--- src/rtl/y86_regs_pkg.sv ---
// Shared definitions for the SEQ register-stack sequencer: register index type,
// the "no register" index and the sequencer state encoding.
package y86_regs_pkg;

    typedef logic [3:0] reg_idx_t;

    localparam reg_idx_t RNONE = 4'hF;

    typedef enum logic [2:0] {
        IDLE,
        WR_E,
        WR_M,
        RD_A,
        RD_B,
        DONE
    } rps_state_t;

endpackage

--- src/rtl/reg_port_sequencer_if.sv ---
// Core-side request/response signals plus the single shared register-stack port,
// bundled so the sequencer and its surroundings see one connection.
interface reg_port_sequencer_if #(
    parameter int DATA_W = 64,
    parameter int ADDR_W = 4
);

    logic              wb_valid;
    logic              wb_ready;
    logic [ADDR_W-1:0] wb_dstE;
    logic [ADDR_W-1:0] wb_dstM;
    logic [DATA_W-1:0] wb_valE;
    logic [DATA_W-1:0] wb_valM;

    logic              rd_valid;
    logic              rd_ready;
    logic [ADDR_W-1:0] rd_srcA;
    logic [ADDR_W-1:0] rd_srcB;
    logic              rd_done;
    logic [DATA_W-1:0] rd_valA;
    logic [DATA_W-1:0] rd_valB;

    logic              rf_read;
    logic [ADDR_W-1:0] rf_addr;
    logic [DATA_W-1:0] rf_wdata;
    logic [DATA_W-1:0] rf_rdata;

    // The sequencer side: consumes requests and stack read data, drives the port.
    modport slave (
        input  wb_valid, wb_dstE, wb_dstM, wb_valE, wb_valM,
        input  rd_valid, rd_srcA, rd_srcB,
        input  rf_rdata,
        output wb_ready, rd_ready, rd_done, rd_valA, rd_valB,
        output rf_read, rf_addr, rf_wdata
    );

    modport master (
        output wb_valid, wb_dstE, wb_dstM, wb_valE, wb_valM,
        output rd_valid, rd_srcA, rd_srcB,
        output rf_rdata,
        input  wb_ready, rd_ready, rd_done, rd_valA, rd_valB,
        input  rf_read, rf_addr, rf_wdata
    );

endinterface

--- src/rtl/reg_port_sequencer.sv ---
// Serialises writeback (E then M) and decode (A then B) requests onto the
// single-port register stack, one access per clock, skipping RNONE indices.
module reg_port_sequencer #(
    parameter int                DATA_W = 64,
    parameter int                ADDR_W = 4,
    parameter logic [ADDR_W-1:0] RNONE  = 4'hF
) (
    input  logic                clk,
    input  logic                rst_n,
    reg_port_sequencer_if.slave bus
);

    import y86_regs_pkg::*;

    rps_state_t        state_q, state_d;
    logic [ADDR_W-1:0] dstE_q, dstM_q, srcA_q, srcB_q;
    logic [DATA_W-1:0] valE_q, valM_q;
    logic [DATA_W-1:0] tmpA_q, valA_q, valB_q;
    logic              wbAccept, rdAccept;

    // Writeback wins when both requests are presented in IDLE.
    assign wbAccept = (state_q == IDLE) && bus.wb_valid;
    assign rdAccept = (state_q == IDLE) && bus.rd_valid && !bus.wb_valid;

    always_comb begin
        state_d = state_q;
        case (state_q)
            IDLE: begin
                if (bus.wb_valid) begin
                    if (bus.wb_dstE != RNONE)      state_d = WR_E;
                    else if (bus.wb_dstM != RNONE) state_d = WR_M;
                    else                           state_d = IDLE;
                end else if (bus.rd_valid) begin
                    if (bus.rd_srcA != RNONE)      state_d = RD_A;
                    else if (bus.rd_srcB != RNONE) state_d = RD_B;
                    else                           state_d = DONE;
                end
            end
            WR_E:    state_d = (dstM_q != RNONE) ? WR_M : IDLE;
            WR_M:    state_d = IDLE;
            RD_A:    state_d = (srcB_q != RNONE) ? RD_B : DONE;
            RD_B:    state_d = DONE;
            DONE:    state_d = IDLE;
            default: state_d = IDLE;
        endcase
    end

    // Port and handshake outputs depend only on registered state, except the
    // IDLE rd_ready term, which must yield to a simultaneous writeback.
    always_comb begin
        bus.rf_read  = 1'b1;
        bus.rf_addr  = RNONE;
        bus.rf_wdata = '0;
        bus.wb_ready = 1'b0;
        bus.rd_ready = 1'b0;
        bus.rd_done  = 1'b0;
        case (state_q)
            IDLE: begin
                bus.wb_ready = 1'b1;
                bus.rd_ready = !bus.wb_valid;
            end
            WR_E: begin
                bus.rf_read  = 1'b0;
                bus.rf_addr  = dstE_q;
                bus.rf_wdata = valE_q;
            end
            WR_M: begin
                bus.rf_read  = 1'b0;
                bus.rf_addr  = dstM_q;
                bus.rf_wdata = valM_q;
            end
            RD_A:    bus.rf_addr = srcA_q;
            RD_B:    bus.rf_addr = srcB_q;
            DONE:    bus.rd_done = 1'b1;
            default: ;
        endcase
    end

    assign bus.rd_valA = valA_q;
    assign bus.rd_valB = valB_q;

    // Results land in valA/valB only on entry to DONE so they stay stable until
    // the next done pulse; tmpA_q parks srcA's data while srcB is being read.
    always_ff @(posedge clk or negedge rst_n) begin
        if (!rst_n) begin
            state_q <= IDLE;
            dstE_q  <= '0;
            dstM_q  <= '0;
            valE_q  <= '0;
            valM_q  <= '0;
            srcA_q  <= '0;
            srcB_q  <= '0;
            tmpA_q  <= '0;
            valA_q  <= '0;
            valB_q  <= '0;
        end else begin
            state_q <= state_d;
            if (wbAccept) begin
                dstE_q <= bus.wb_dstE;
                dstM_q <= bus.wb_dstM;
                valE_q <= bus.wb_valE;
                valM_q <= bus.wb_valM;
            end
            if (rdAccept) begin
                srcA_q <= bus.rd_srcA;
                srcB_q <= bus.rd_srcB;
                tmpA_q <= '0;
            end
            if (state_q == RD_A) begin
                tmpA_q <= bus.rf_rdata;
            end
            if ((state_d == DONE) && (state_q != DONE)) begin
                valA_q <= (state_q == RD_A) ? bus.rf_rdata :
                          (state_q == RD_B) ? tmpA_q : '0;
                valB_q <= (state_q == RD_B) ? bus.rf_rdata : '0;
            end
        end
    end

endmodule

--- src/flat_wrapper.sv ---
// flat-port wrapper written by rule: the top's interface ports become plain ports
module reg_port_sequencer_flat import y86_regs_pkg::*;
#(
    parameter int                DATA_W = 64,
    parameter int                ADDR_W = 4,
    parameter logic [ADDR_W-1:0] RNONE  = 4'hF
)
  (clk, rst_n, bus_wb_valid, bus_wb_dstE, bus_wb_dstM, bus_wb_valE, bus_wb_valM, bus_rd_valid, bus_rd_srcA, bus_rd_srcB, bus_rf_rdata, bus_wb_ready, bus_rd_ready, bus_rd_done, bus_rd_valA, bus_rd_valB, bus_rf_read, bus_rf_addr, bus_rf_wdata);
  reg_port_sequencer_if #(.DATA_W(DATA_W), .ADDR_W(ADDR_W)) bus_i ();
  input  logic clk;
  input  logic rst_n;
  input wire logic [$bits(bus_i.wb_valid)-1:0] bus_wb_valid;
  input wire logic [$bits(bus_i.wb_dstE)-1:0] bus_wb_dstE;
  input wire logic [$bits(bus_i.wb_dstM)-1:0] bus_wb_dstM;
  input wire logic [$bits(bus_i.wb_valE)-1:0] bus_wb_valE;
  input wire logic [$bits(bus_i.wb_valM)-1:0] bus_wb_valM;
  input wire logic [$bits(bus_i.rd_valid)-1:0] bus_rd_valid;
  input wire logic [$bits(bus_i.rd_srcA)-1:0] bus_rd_srcA;
  input wire logic [$bits(bus_i.rd_srcB)-1:0] bus_rd_srcB;
  input wire logic [$bits(bus_i.rf_rdata)-1:0] bus_rf_rdata;
  output wire logic [$bits(bus_i.wb_ready)-1:0] bus_wb_ready;
  output wire logic [$bits(bus_i.rd_ready)-1:0] bus_rd_ready;
  output wire logic [$bits(bus_i.rd_done)-1:0] bus_rd_done;
  output wire logic [$bits(bus_i.rd_valA)-1:0] bus_rd_valA;
  output wire logic [$bits(bus_i.rd_valB)-1:0] bus_rd_valB;
  output wire logic [$bits(bus_i.rf_read)-1:0] bus_rf_read;
  output wire logic [$bits(bus_i.rf_addr)-1:0] bus_rf_addr;
  output wire logic [$bits(bus_i.rf_wdata)-1:0] bus_rf_wdata;
  assign bus_i.wb_valid = bus_wb_valid;
  assign bus_i.wb_dstE = bus_wb_dstE;
  assign bus_i.wb_dstM = bus_wb_dstM;
  assign bus_i.wb_valE = bus_wb_valE;
  assign bus_i.wb_valM = bus_wb_valM;
  assign bus_i.rd_valid = bus_rd_valid;
  assign bus_i.rd_srcA = bus_rd_srcA;
  assign bus_i.rd_srcB = bus_rd_srcB;
  assign bus_i.rf_rdata = bus_rf_rdata;
  assign bus_wb_ready = bus_i.wb_ready;
  assign bus_rd_ready = bus_i.rd_ready;
  assign bus_rd_done = bus_i.rd_done;
  assign bus_rd_valA = bus_i.rd_valA;
  assign bus_rd_valB = bus_i.rd_valB;
  assign bus_rf_read = bus_i.rf_read;
  assign bus_rf_addr = bus_i.rf_addr;
  assign bus_rf_wdata = bus_i.rf_wdata;
  reg_port_sequencer #(.DATA_W(DATA_W), .ADDR_W(ADDR_W), .RNONE(RNONE)) u_core (.clk(clk), .rst_n(rst_n), .bus(bus_i));
endmodule
--- config.mk ---
export PLATFORM = sky130hd
export DESIGN_NAME = reg_port_sequencer_flat
export DESIGN_NICKNAME = d
export VERILOG_FILES = /design/src/rtl/y86_regs_pkg.sv /design/src/rtl/reg_port_sequencer_if.sv /design/src/rtl/reg_port_sequencer.sv /design/src/flat_wrapper.sv
export SDC_FILE = /design/constraint.sdc
export NUM_CORES = 1
export LEC_CHECK = 0
export ABC_AREA = 1
export CORE_MARGIN = 2
export CORE_UTILIZATION = 40
export DETAILED_ROUTE_END_ITERATION = 12
export PLACE_DENSITY = 0.72
export SETUP_SLACK_MARGIN = 0.15
export SLEW_MARGIN = 25
export SYNTH_ARGS = -nofsm -noshare
export SYNTH_HDL_FRONTEND = slang
export SYNTH_SLANG_ARGS = --single-unit
--- constraint.sdc ---
create_clock -name clk -period 2 [get_ports clk]
set_clock_uncertainty 0.2 [all_clocks]
set_input_delay 0.5 -clock clk [delete_from_list [all_inputs] [get_ports clk]]
set_output_delay 0.5 -clock clk [all_outputs]
set_load 0.01 [all_outputs]
# ---- Word level (Yosys, flattened, before mapping)
# Cells that the tools add are included.
dict set report op_classes {
  n_addsub 0
  n_mul 0
  n_div 0
  order_cmp 0
  eq_ne 13
  n_shift 0
  muxes 20
  bitwise_logic 0
  reduce_logical 8
}
# operator count
set ops {}
lappend ops {{$mux W64} 5}
lappend ops {{$pmux W64 S2} 1}
lappend ops {{$ne A4 B4 Y1 const B} 6}
lappend ops {{$pmux W4 S4} 1}
lappend ops {{$mux W3} 4}
lappend ops {{$pmux W3 S4} 1}
lappend ops {{$eq A3 B3 Y1 const B} 3}
lappend ops {{$eq A3 B2 Y1 const B} 2}
lappend ops {{$mux W1} 6}
lappend ops {{$logic_and A1 B1 Y1} 4}
lappend ops {{$mux W2} 2}
lappend ops {{$eq A3 B1 Y1 const B} 1}
lappend ops {{$logic_not A3 Y1} 1}
lappend ops {{$ne A3 B3 Y1 const B} 1}
lappend ops {{$reduce_bool A2 Y1} 1}
lappend ops {{$reduce_or A2 Y1} 1}
lappend ops {{$logic_not A1 Y1} 1}
dict set report totals {
  ff_bits 339
  latch_bits 0
  ram_bits 0
  rom_bits 0
  out_inout_bits 200
  elab_cells 51
  mem_count 0
}

# ---- Logic depth before layout (Yosys ltp)
# Gate-level depths: netlist of run 1.
dict set report logic_depth {
  word_depth 8
  mapped_depth 12
  mapped_depth_nobuf 10
}

# ---- Least setup slack after synthesis of run 1
# OpenSTA, ideal clock, no wires.
dict set report synth_timing {
  kind {flip-flop to output port}
  from {reg u_core.state_q[1]}
  to {out bus_rf_wdata[0]}
  t_arrival_ps 1473
  t_required_ps 1300
  setup_slack_ps -173
  path_stages_with_launch 6
  n_path_buf 2
  cell_sequence {dfrtp_1 > nor3_1 > inv_1 > clkbuf_1 > buf_1 > o22ai_1}
}
dict set report synth_between {
  elab_chain_len 2
  elab_cells_between_ends 3
}
# item line_no
set synth_rtl {}
lappend synth_rtl {{from (decl)} reg_port_sequencer.sv:15} ;# rps_state_t state_q, state_d;
lappend synth_rtl {{from (signal assigned)} reg_port_sequencer.sv:97} ;# state_q <= state_d;
lappend synth_rtl {{$eq A3 B2 Y1 / $eq A3 B1 Y1 (equally long branches)} reg_port_sequencer.sv:57} ;# case (state_q)
lappend synth_rtl {{$pmux W64 S2 (*)} reg_port_sequencer.sv:57}
lappend synth_rtl {{to (decl)} flat_wrapper.sv:28} ;# output wire logic [$bits(bus_i.rf_wdata)-1:0] bus_rf_wdata;
# Every way passes the cells marked *; elsewhere a longest branch is shown, timed or not.

# ---- Final worst setup path of run 1
dict set report layout_timing {
  from {reg u_core.state_q[0]}
  to {out bus_rf_wdata[59]}
}
# The elaborated chain is that of the path after synthesis.

==> flow_summary_export.csv, run 1 <==
group,metric,value,unit
status,outcome,"finished with violations",
status,violations,"setup timing",
logic_synthesis,ys_types,23,
detailed_routing,wirelength,58600,um
die,rows,69,
logic_synthesis,synth_fp_nets,1840,
job,maxCapViolations,0,
grt,grt_pass1_vias,13400,
final_layout,drive_gt1_frac,0.316,
grt,grt_overflow,0,
clocking,clk_pin_slew,0.06,ns
detailed_routing,drc,0,
setup_path,critPathCaptureType,"output port",
logic_synthesis,async_reset_ff_frac,1.00,
power_and_ir_drop,intPower,24600,uW
sta,timing.slew.headroom,0.555,
sta,finalSetupViolations,410,
power_and_ir_drop,combPwrFrac,0.563,
clocking,cts_tree,"done",
logic_synthesis,synth_top_area_cell,"dfrtp_1",
setup_path,critPathMaxFanout,14,
sta,max_freq,357,MHz
die,die_x,193,um
die,initial_core_util,0.404,
setup_path,ff2ff_setup_slack,-0.41,ns
worst_hold_path,hold_class,"in -> async",
final_layout,areaGrowthSynthToFinish,77.2,%
sta,fin_ws,-0.800,ns
setup_path,cp-start-kind,"flip-flop",
clocking,cts_buffers,38,
logic_synthesis,synthTopCellsByCount,"nand2_1 (475), dfrtp_1 (339), inv_1 (269)",
power_and_ir_drop,swShare,0.395,
die,core_area,35300,sq um
logic_synthesis,synth_seq_cells,339,
power_and_ir_drop,power_density,1610,nW/um^2
grt,grt_pass1_wl,72100,um
power_and_ir_drop,p_switching,16100,uW
detailed_routing,drtIter0Drc,955,
setup_path,cpMaxStageDelayCell,"dfrtp_1",
grt,grt_max_degree,71,
grt,grtUsageTotal,0.249,
final_layout,final_nets,2396,
die,io_pins,412,
detailed_routing,wl_per_cell,21.9,um
logic_synthesis,synth_seq_area_share,0.595,
logic_synthesis,synth.top_cell.area_share,0.595,
grt,antenna_found_initial,3,
logic_synthesis,syn_inst,1628,
setup_path,reg2reg_to,"u_core.bus.rd_valA[8]$_DFFE_PN0P_",
setup_path,cp_cell_sequence,"inv_2 -> nor3_4 -> inv_4 -> bufbuf_16 -> o22ai_1 -> buf_2",
place,dpl_worst_slack,-0.653,ns
setup_path,path_class,"reg -> out",
logic_synthesis,synth_warnings,0,
die,die_h,193,um
setup_path,crit_required,1.30,ns
clocking,clk_latency,0.52,ns
power_and_ir_drop,p_clk_frac,0.162,
setup_path,slowest_delay,0.42,ns
setup_path,worstPathArrival,2.10,ns
clocking,cts_buffer_depth,3,
clocking,clock_sinks,339,
detailed_routing,drt-pass1-iter-count,5,
setup_path,r2r-start,"u_core.state_q[0]$_DFF_PN0_",
logic_synthesis,syn_area_per_cell,8.76,sq um
logic_synthesis,synth_edf_count,0,
clocking,htree_levels,2,
power_and_ir_drop,p_leak,0.0135,uW
sta,finalHoldViolCount,0,
place,numPortBuffers,411,
setup_path,ff2ff_path_depth,15,
sta,whs,0.263,ns
sta,fin_crit,2.80,ns
place,dp.final_hpwl,32100,um
logic_synthesis,synth_area,14300,sq um
power_and_ir_drop,ir_drop,0.000774,V
detailed_routing,ant_nets,0,
die,die_area,37200,sq um
power_and_ir_drop,seqPwrFrac,0.275,
detailed_routing,vias,14500,
place,gp_congestion,0.912,
logic_synthesis,synth_ff_type,"dfrtp_1",
sta,rsz0062_at_grt,"true",
sta,drv_slew,0,
detailed_routing,via_per_inst,5.44,
logic_synthesis,synthTopCellsByArea,"dfrtp_1 (59%), nand2_1 (13%), o22ai_1 (8.4%), inv_1 (7.1%), o21ai_0 (4.8%)",
clocking,root_buffer,"clkbuf_16",
logic_synthesis,yosysMostFrequentCell,"nand2_1",
sta,min_period_over_period,1.40,
sta,tightest_slew,0.667,ns
## per-stage QoR
stage	instances	TNS, ns	cell area, sq um	total power [uW]	util
6_report	2672	-145.06	25300	40700	0.716
5_1_grt	2672	-168.28	25300	42500	0.716
4_1_cts	2577	-81.63	22100	34800	0.625
3_5_place_dp	2490	-150.61	20200	26600	0.571
3_3_place_gp	2490	-136.86	20200	26200	0.571
2_1_floorplan	1628	0	14900	19100	-
## power by group through the flow
stage | clock [uW] | sequential [uW] | combinational [uW]
global route | 6960 | 11400 | 24100
floorplan | 0 | 11300 | 7760
CTS | 6650 | 11000 | 17200
finish | 6610 | 11200 | 22900
global placement | 0 | 11000 | 15200
detailed placement | 0 | 11100 | 15500
## cell families after synthesis
kind of cell	share of synthesized area
buffers and inverters	0.105
AND/OR/NAND/NOR	0.155
flip-flops	0.595
multiplexers	0.00711
AO/OA/AOI/OAI	0.138
## flip-flops by register name, summed over array words and instances (netlist names)
name,count
u_core.bus.rd_valA,64
u_core.valM_q,64
u_core.dstE_q,4
u_core.srcB_q,4
u_core.dstM_q,4
u_core.state_q,3
u_core.srcA_q,4
u_core.bus.rd_valB,64
u_core.valE_q,64
u_core.tmpA_q,64
## worst max path at each step
stage	from	to	slack (ns)	cells after the start
final	u_core.state_q[0]$_DFF_PN0_	bus_rf_wdata[59]	-0.80	6
after global routing	u_core.state_q[0]$_DFF_PN0_	bus_rf_wdata[40]	-0.86	7
after CTS	u_core.state_q[2]$_DFF_PN0_	bus_rf_wdata[55]	-0.67	5
after detailed placement	u_core.state_q[1]$_DFF_PN0_	bus_rf_addr[1]	-0.65	7
after global placement	u_core.state_q[1]$_DFF_PN0_	bus_rf_addr[1]	-0.62	7
after floorplan	u_core.state_q[0]$_DFF_PN0_	bus_rf_wdata[10]	0.1	6
## critical path, delay by kind of cell, from the launching register on
family                 cells  cell delay (ns)
AO/OA/AOI/OAI              1             0.16
buffers and inverters      4             0.74
flip-flops                 1             0.42
AND/OR/NAND/NOR            1             0.25
## metal layers
layer	global-route usage	part of all wire	wire [um]	up-vias
met1	0.314	0.38	22100	7234
met3	0.0487	0.075	4410	220
met4	0.119	0.058	3410	0
met2	0.412	0.49	28700	703
met5	0	0	0	-
li1	-	-	-	6369
## cell usage in the layout, fill, tap and decap left out, types with 4 or more instances in the layout
cell type / count
dfrtp_1: 337
o22ai_1: 101
o21ai_2: 55
nand2_2: 116
buf_8: 25
clkbuf_1: 12
nand2_1: 309
o22ai_2: 39
nand3_2: 7
clkbuf_16: 81
nor2_4: 4
nand2_8: 8
dlymetal6s2s_1: 120
nand2_4: 45
mux2_2: 6
o21ai_0: 14
o22ai_4: 52
clkinv_2: 8
buf_16: 15
buf_12: 39
inv_2: 4
inv_1: 265
a21oi_1: 4
inv_4: 4
buf_6: 63
nand3_1: 58
buf_4: 55
clkdlybuf4s50_1: 210
buf_2: 41
o21ai_1: 67
clkbuf_2: 7
nor2_1: 6
## layout make-up
class / count / area (sq um)
Antenna cell: 3 / 7.51
Multi-Input combinational cell: 913 / 6400
Tap cell: 461 / 577
Fill cell: 2242 / 10000
Sequential cell: 339 / 8490
Inverter: 273 / 1030
Timing Repair Buffer: 619 / 7630
Clock inverter: 11 / 86.3
Clock buffer: 53 / 1050
## repair_timing
action                                  in CTS  in global routing
hold buffers                                 1                  0
buffers inserted                            14                 27
endpoints found under the setup margin     538                537
gates resized for setup                    445                617
pin swaps                                   36                 37
cloned                                       8                 65
hold endpoints to repair                    78                  0
(Power assumes the default switching activity.)
==> run 2, diff against run 1 <==
CORE_UTILIZATION = 30   (was 40)
PLACE_DENSITY = not set   (was 0.72)
clock period = 2.3 ns   (was 2 ns; I/O delays follow)
==> flow_summary_export.csv, run 2 (synthesis results as in run 1) <==
group,metric,value,unit
die,rows,79,
setup_path,critPathCaptureType,"output port",
grt,grt_pass1_wl,80700,um
place,dp.final_hpwl,32500,um
final_layout,final_nets,2384,
setup_path,critPathMaxFanout,8,
sta,fin_ws,-0.498,ns
grt,grt_overflow,0,
clocking,cts_tree,"done",
clocking,htree_levels,2,
place,numPortBuffers,411,
detailed_routing,wirelength,57200,um
detailed_routing,via_per_inst,4.87,
sta,timing.slew.headroom,0.415,
clocking,clk_latency,0.55,ns
setup_path,worstPathArrival,2.02,ns
worst_hold_path,hold_class,"reg -> reg",
setup_path,cp-start-kind,"flip-flop",
final_layout,drive_gt1_frac,0.237,
clocking,root_buffer,"clkbuf_16",
detailed_routing,ant_nets,0,
place,dpl_worst_slack,-0.290,ns
status,violations,"setup timing",
grt,grt_max_degree,65,
sta,max_freq,357,MHz
sta,finalHoldViolCount,0,
grt,grt_pass1_vias,13500,
power_and_ir_drop,ir_drop,0.000689,V
detailed_routing,drc,0,
die,io_pins,412,
sta,drv_slew,0,
setup_path,crit_required,1.52,ns
sta,fin_crit,2.80,ns
sta,min_period_over_period,1.22,
final_layout,layout_commonest_cell,"nand2_1",
final_layout,final_cell_mix,"nand2_1 (403), dfrtp_1 (335), inv_1 (265)",
detailed_routing,vias,13700,
power_and_ir_drop,finalPower,33500,uW
grt,grtUsageTotal,0.211,
clocking,clock_sinks,339,
clocking,clk_pin_slew,0.06,ns
sta,rsz0062_at_grt,"true",
die,core_area,46800,sq um
power_and_ir_drop,p_leak,0.0130,uW
final_layout,areaGrowthSynthToFinish,69.5,%
status,outcome,"finished with violations",
clocking,cts_buffers,39,
sta,finalSetupViolations,204,
die,die_x,222,um
detailed_routing,drt-pass1-iter-count,5,
setup_path,path_class,"reg -> out",
clocking,cts_buffer_depth,3,
place,gp_congestion,0.875,
detailed_routing,wl_per_cell,20.4,um
grt,antenna_found_initial,3,
job,maxCapViolations,0,
die,die_area,49300,sq um
detailed_routing,drtIter0Drc,1160,
power_and_ir_drop,power_density,1390,nW/um^2
die,die_h,222,um
die,initial_core_util,0.305,
sta,tightest_slew,0.878,ns
run 2: cell types whose count changed in the layout (fill, tap and decap cells not counted), sizes merged, moves of 2 or more:
cell,change
dlygate4sd2,+2
dlymetal6s2s,-3
buf,+6
clkinv,-4
clkdlybuf4s50,+9
clkbuf,-22
run 2: path summary, 6_finish.rpt:
check	startpoint	to	slack, ns	cells past startpoint
hold / removal	u_core.bus.rd_valB[41]$_DFFE_PN0P_	u_core.bus.rd_valB[41]$_DFFE_PN0P_	0.26	2
setup / recovery	u_core.state_q[1]$_DFF_PN0_	bus_rf_wdata[57]	-0.50	7
min in group asynchronous	rst_n	u_core.valM_q[43]$_DFFE_PN0P_	0.36	2
hold reg to reg	u_core.bus.rd_valB[41]$_DFFE_PN0P_	u_core.bus.rd_valB[41]$_DFFE_PN0P_	0.26	2
setup reg to reg	u_core.state_q[1]$_DFF_PN0_	u_core.bus.rd_valA[32]$_DFFE_PN0P_	-0.44	18
max in group asynchronous	rst_n	u_core.valM_q[39]$_DFFE_PN0P_	0.81	3
run 2: per-layer routing:
layer | wire length, um | global-route usage
met3 | 3370 | 0.0346
met1 | 24700 | 0.280
met5 | 0 | 0
met4 | 1940 | 0.0900
met2 | 27100 | 0.343
run 2: what timing repair did:
| action | 4_1_cts | 5_1_grt |
|---|---|---|
| hold buffers | 1 | 0 |
| setup endpoints to repair | 400 | 480 |
| cloned | 28 | 25 |
| buffers inserted | 34 | 22 |
| pin swaps | 10 | 27 |
| hold endpoints to repair | 31 | 0 |
| resized for setup | 512 | 240 |
run 2: where the power goes:
part	internal (uW)	switching, uW
sequential	8530	1080
combinational	8750	9260
clock	3410	2480
total	20700	12800
run 2: critical path: stages, from the launching register on:
cell	delay, ns
dfrtp_2	0.43
nor3_4	0.24
inv_4	0.10
buf_12	0.17
buf_12	0.14
buf_12	0.13
o22ai_1	0.09
buf_2	0.15
run 2: area by class of cell:
cell class / instances / area (sq um)
fill: 4221 / 22600
sequential: 339 / 8490
timing repair buffer: 607 / 7350
multi-input combinational: 912 / 5350
clock buffer: 59 / 1140
inverter: 273 / 1030
tap: 607 / 759
clock inverter: 6 / 41.3
antenna: 4 / 10.0
run 2: through the flow:
step | hold slack, ns | setup TNS (ns) | instance area, sq um | cells | util
after floorplan | 0.0794 | 0 | 14300 | 1628 | -
after global placement | 0.254 | -45.54 | 19600 | 2628 | 0.420
after detailed placement | 0.257 | -48.51 | 19600 | 2628 | 0.420
after CTS | 0.271 | -46.31 | 22400 | 2756 | 0.480
after global routing | 0.282 | -95.11 | 24200 | 2806 | 0.517
final | 0.265 | -73.33 | 24200 | 2807 | 0.517
==> patch, RTL diff (settings of run 2) <==
`DATA_W` is set to 64 in 3 places; all go to 128.
--- a/src/rtl/reg_port_sequencer_if.sv
+++ b/src/rtl/reg_port_sequencer_if.sv
@@ -3,3 +3,3 @@
 interface reg_port_sequencer_if #(
-    parameter int DATA_W = 64,
+    parameter int DATA_W = 128,
     parameter int ADDR_W = 4
--- a/src/rtl/reg_port_sequencer.sv
+++ b/src/rtl/reg_port_sequencer.sv
@@ -3,3 +3,3 @@
 module reg_port_sequencer #(
-    parameter int                DATA_W = 64,
+    parameter int                DATA_W = 128,
     parameter int                ADDR_W = 4,
--- a/src/flat_wrapper.sv
+++ b/src/flat_wrapper.sv
@@ -3,3 +3,3 @@
 #(
-    parameter int                DATA_W = 64,
+    parameter int                DATA_W = 128,
     parameter int                ADDR_W = 4,
Interface: changed (6 resized); port bits go from 412 to 796. No check against the original RTL was run, so the function may have changed too.
==> patch against run 2 <==
  * The run still ends with negative setup slack left
  * Wire length is 83% higher
  * Worst setup slack worse by 0.18 ns
  * Cell area grew 73%
  * Sequential power up 91%
  * Fmax fell by 6.1%
  * Critical path depth up 1
  * Sequential cell count increased by 320
  * Hold slack worse by 0.036 ns
  * Synthesized area up 94%
  * Total power rose by 71%
  * Critical path type unchanged
  * Largest cell class unchanged
==> patch: results (changes against run 2) <==
<table>
<tr><th>Metric</th><th>Value</th></tr>
<tr><th colspan="2">Run status</th></tr>
<tr><td>Result of the run</td><td>finished with violations</td></tr>
<tr><td>Failing checks</td><td>negative setup slack</td></tr>
<tr><th colspan="2">Setup path</th></tr>
<tr><td>Arrival time reported for the critical path endpoint</td><td>2.20 ns (+0.18 ns)</td></tr>
<tr><td>Highest cell delay on the worst timing path</td><td>0.41 ns (-0.02 ns)</td></tr>
<tr><td>Peak fanout along the critical path</td><td>9 (+1)</td></tr>
<tr><th colspan="2">Pwr</th></tr>
<tr><td>Worst vdd ir</td><td>683 uV (-0.88%)</td></tr>
<tr><td>Reported combinational group power</td><td>26.9 mW (+49%)</td></tr>
<tr><td>Reported clock group power</td><td>12.0 mW (+100%)</td></tr>
<tr><th colspan="2">GRT</th></tr>
<tr><td>Antenna violations before repair</td><td>22 (+19)</td></tr>
<tr><td>First-pass GRT wire length</td><td>155 mm (+92%)</td></tr>
<tr><td>Largest net degree at the start of global routing</td><td>98 (+51%)</td></tr>
<tr><th colspan="2">Layout</th></tr>
<tr><td>Ratio of cells with drive above 1 in the final layout</td><td>14.6% (-9.1 points)</td></tr>
<tr><td>Multi-In Gates</td><td>1,742 (+91%)</td></tr>
<tr><td>Layout clock buffers</td><td>114 (+93%)</td></tr>
<tr><td>Non-clock buffers, area share</td><td>24.7% (-5.8 points)</td></tr>
<tr><td>Fraction of area in multi-input gates</td><td>21.7% (-0.41 points)</td></tr>
<tr><th colspan="2">Synthesis</th></tr>
<tr><td>Post-synthesis compound-gate area fraction</td><td>13.8% (-0.027 points)</td></tr>
<tr><td>Net Count, Synth</td><td>3,548 (+93%)</td></tr>
<tr><td>Number of distinct library cells after synthesis</td><td>24 (+4.3%)</td></tr>
<tr><td>Mux contribution to synthesized area</td><td>0.367% (-0.34 points)</td></tr>
<tr><th colspan="2">Place</th></tr>
<tr><td>Placed Instance Area</td><td>0.0381 mm^2 (+94%)</td></tr>
<tr><td>Placed wire-length estimate</td><td>73.9 mm (+130%)</td></tr>
<tr><td>Worst Setup Slack post-DPL</td><td>-0.644 ns (-0.354 ns)</td></tr>
<tr><th colspan="2">Detailed routing</th></tr>
<tr><td>Via-per-instance ratio</td><td>4.71 (-3.1%)</td></tr>
<tr><th colspan="2">STA</th></tr>
<tr><td>Max transition margin</td><td>59.9% (+18 points)</td></tr>
<tr><td>PnR worst setup slack</td><td>-0.680 ns (-0.182 ns)</td></tr>
<tr><td>Count of endpoints failing setup in the final report</td><td>962 (+370%)</td></tr>
<tr><th colspan="2">Clocking</th></tr>
<tr><td>CTS HTree Levels</td><td>3 (+1)</td></tr>
<tr><th colspan="2">Min path</th></tr>
<tr><td>Worst hold path class</td><td>in2async</td></tr>
</table>
patch: changes by cell type after synthesis, moves of 17 or more:
cell | before | now
sky130_fd_sc_hd__buf_2 | 43 | 82
sky130_fd_sc_hd__buf_4 | 6 | 23
sky130_fd_sc_hd__clkbuf_1 | 53 | 97
sky130_fd_sc_hd__dfrtp_1 | 339 | 659
sky130_fd_sc_hd__inv_1 | 269 | 525
sky130_fd_sc_hd__nand2_1 | 475 | 921
sky130_fd_sc_hd__nand3_1 | 67 | 131
sky130_fd_sc_hd__o21ai_0 | 136 | 264
sky130_fd_sc_hd__o22ai_1 | 192 | 384
patch: worst paths after layout:
path                                   startpoint                     end  slack, ns  cells after the start
max                             u_core.state_q[0]        bus_rf_wdata[72]      -0.68                      8
min                                         rst_n  u_core.bus.rd_valA[31]       0.23                      2
max reg2reg                     u_core.state_q[1]  u_core.bus.rd_valB[82]      -0.26                     15
min reg2reg                u_core.bus.rd_valA[86]  u_core.bus.rd_valA[86]       0.27                      2
max in group asynchronous                   rst_n       u_core.valE_q[26]       0.80                      3
min in group clk           u_core.bus.rd_valA[86]  u_core.bus.rd_valA[86]       0.27                      2
patch: layer usage:
metal  vias to the layer above  wire [um]  global-route usage [%]
met5                         -         27                       0
met4                         4       3530                    7.53
met3                       178       7060                    5.30
met2                       820      50000                    35.0
met1                     12000      43700                    27.4
li1                      11800          -                       -
patch: critical path, delay by kind of cell, from the launching register on:
kind / cells / cell delay [ns]
AO/OA/AOI/OAI: 1 / 0.19
AND/OR/NAND/NOR: 1 / 0.06
flip-flops: 1 / 0.41
buffers and inverters: 6 / 0.86
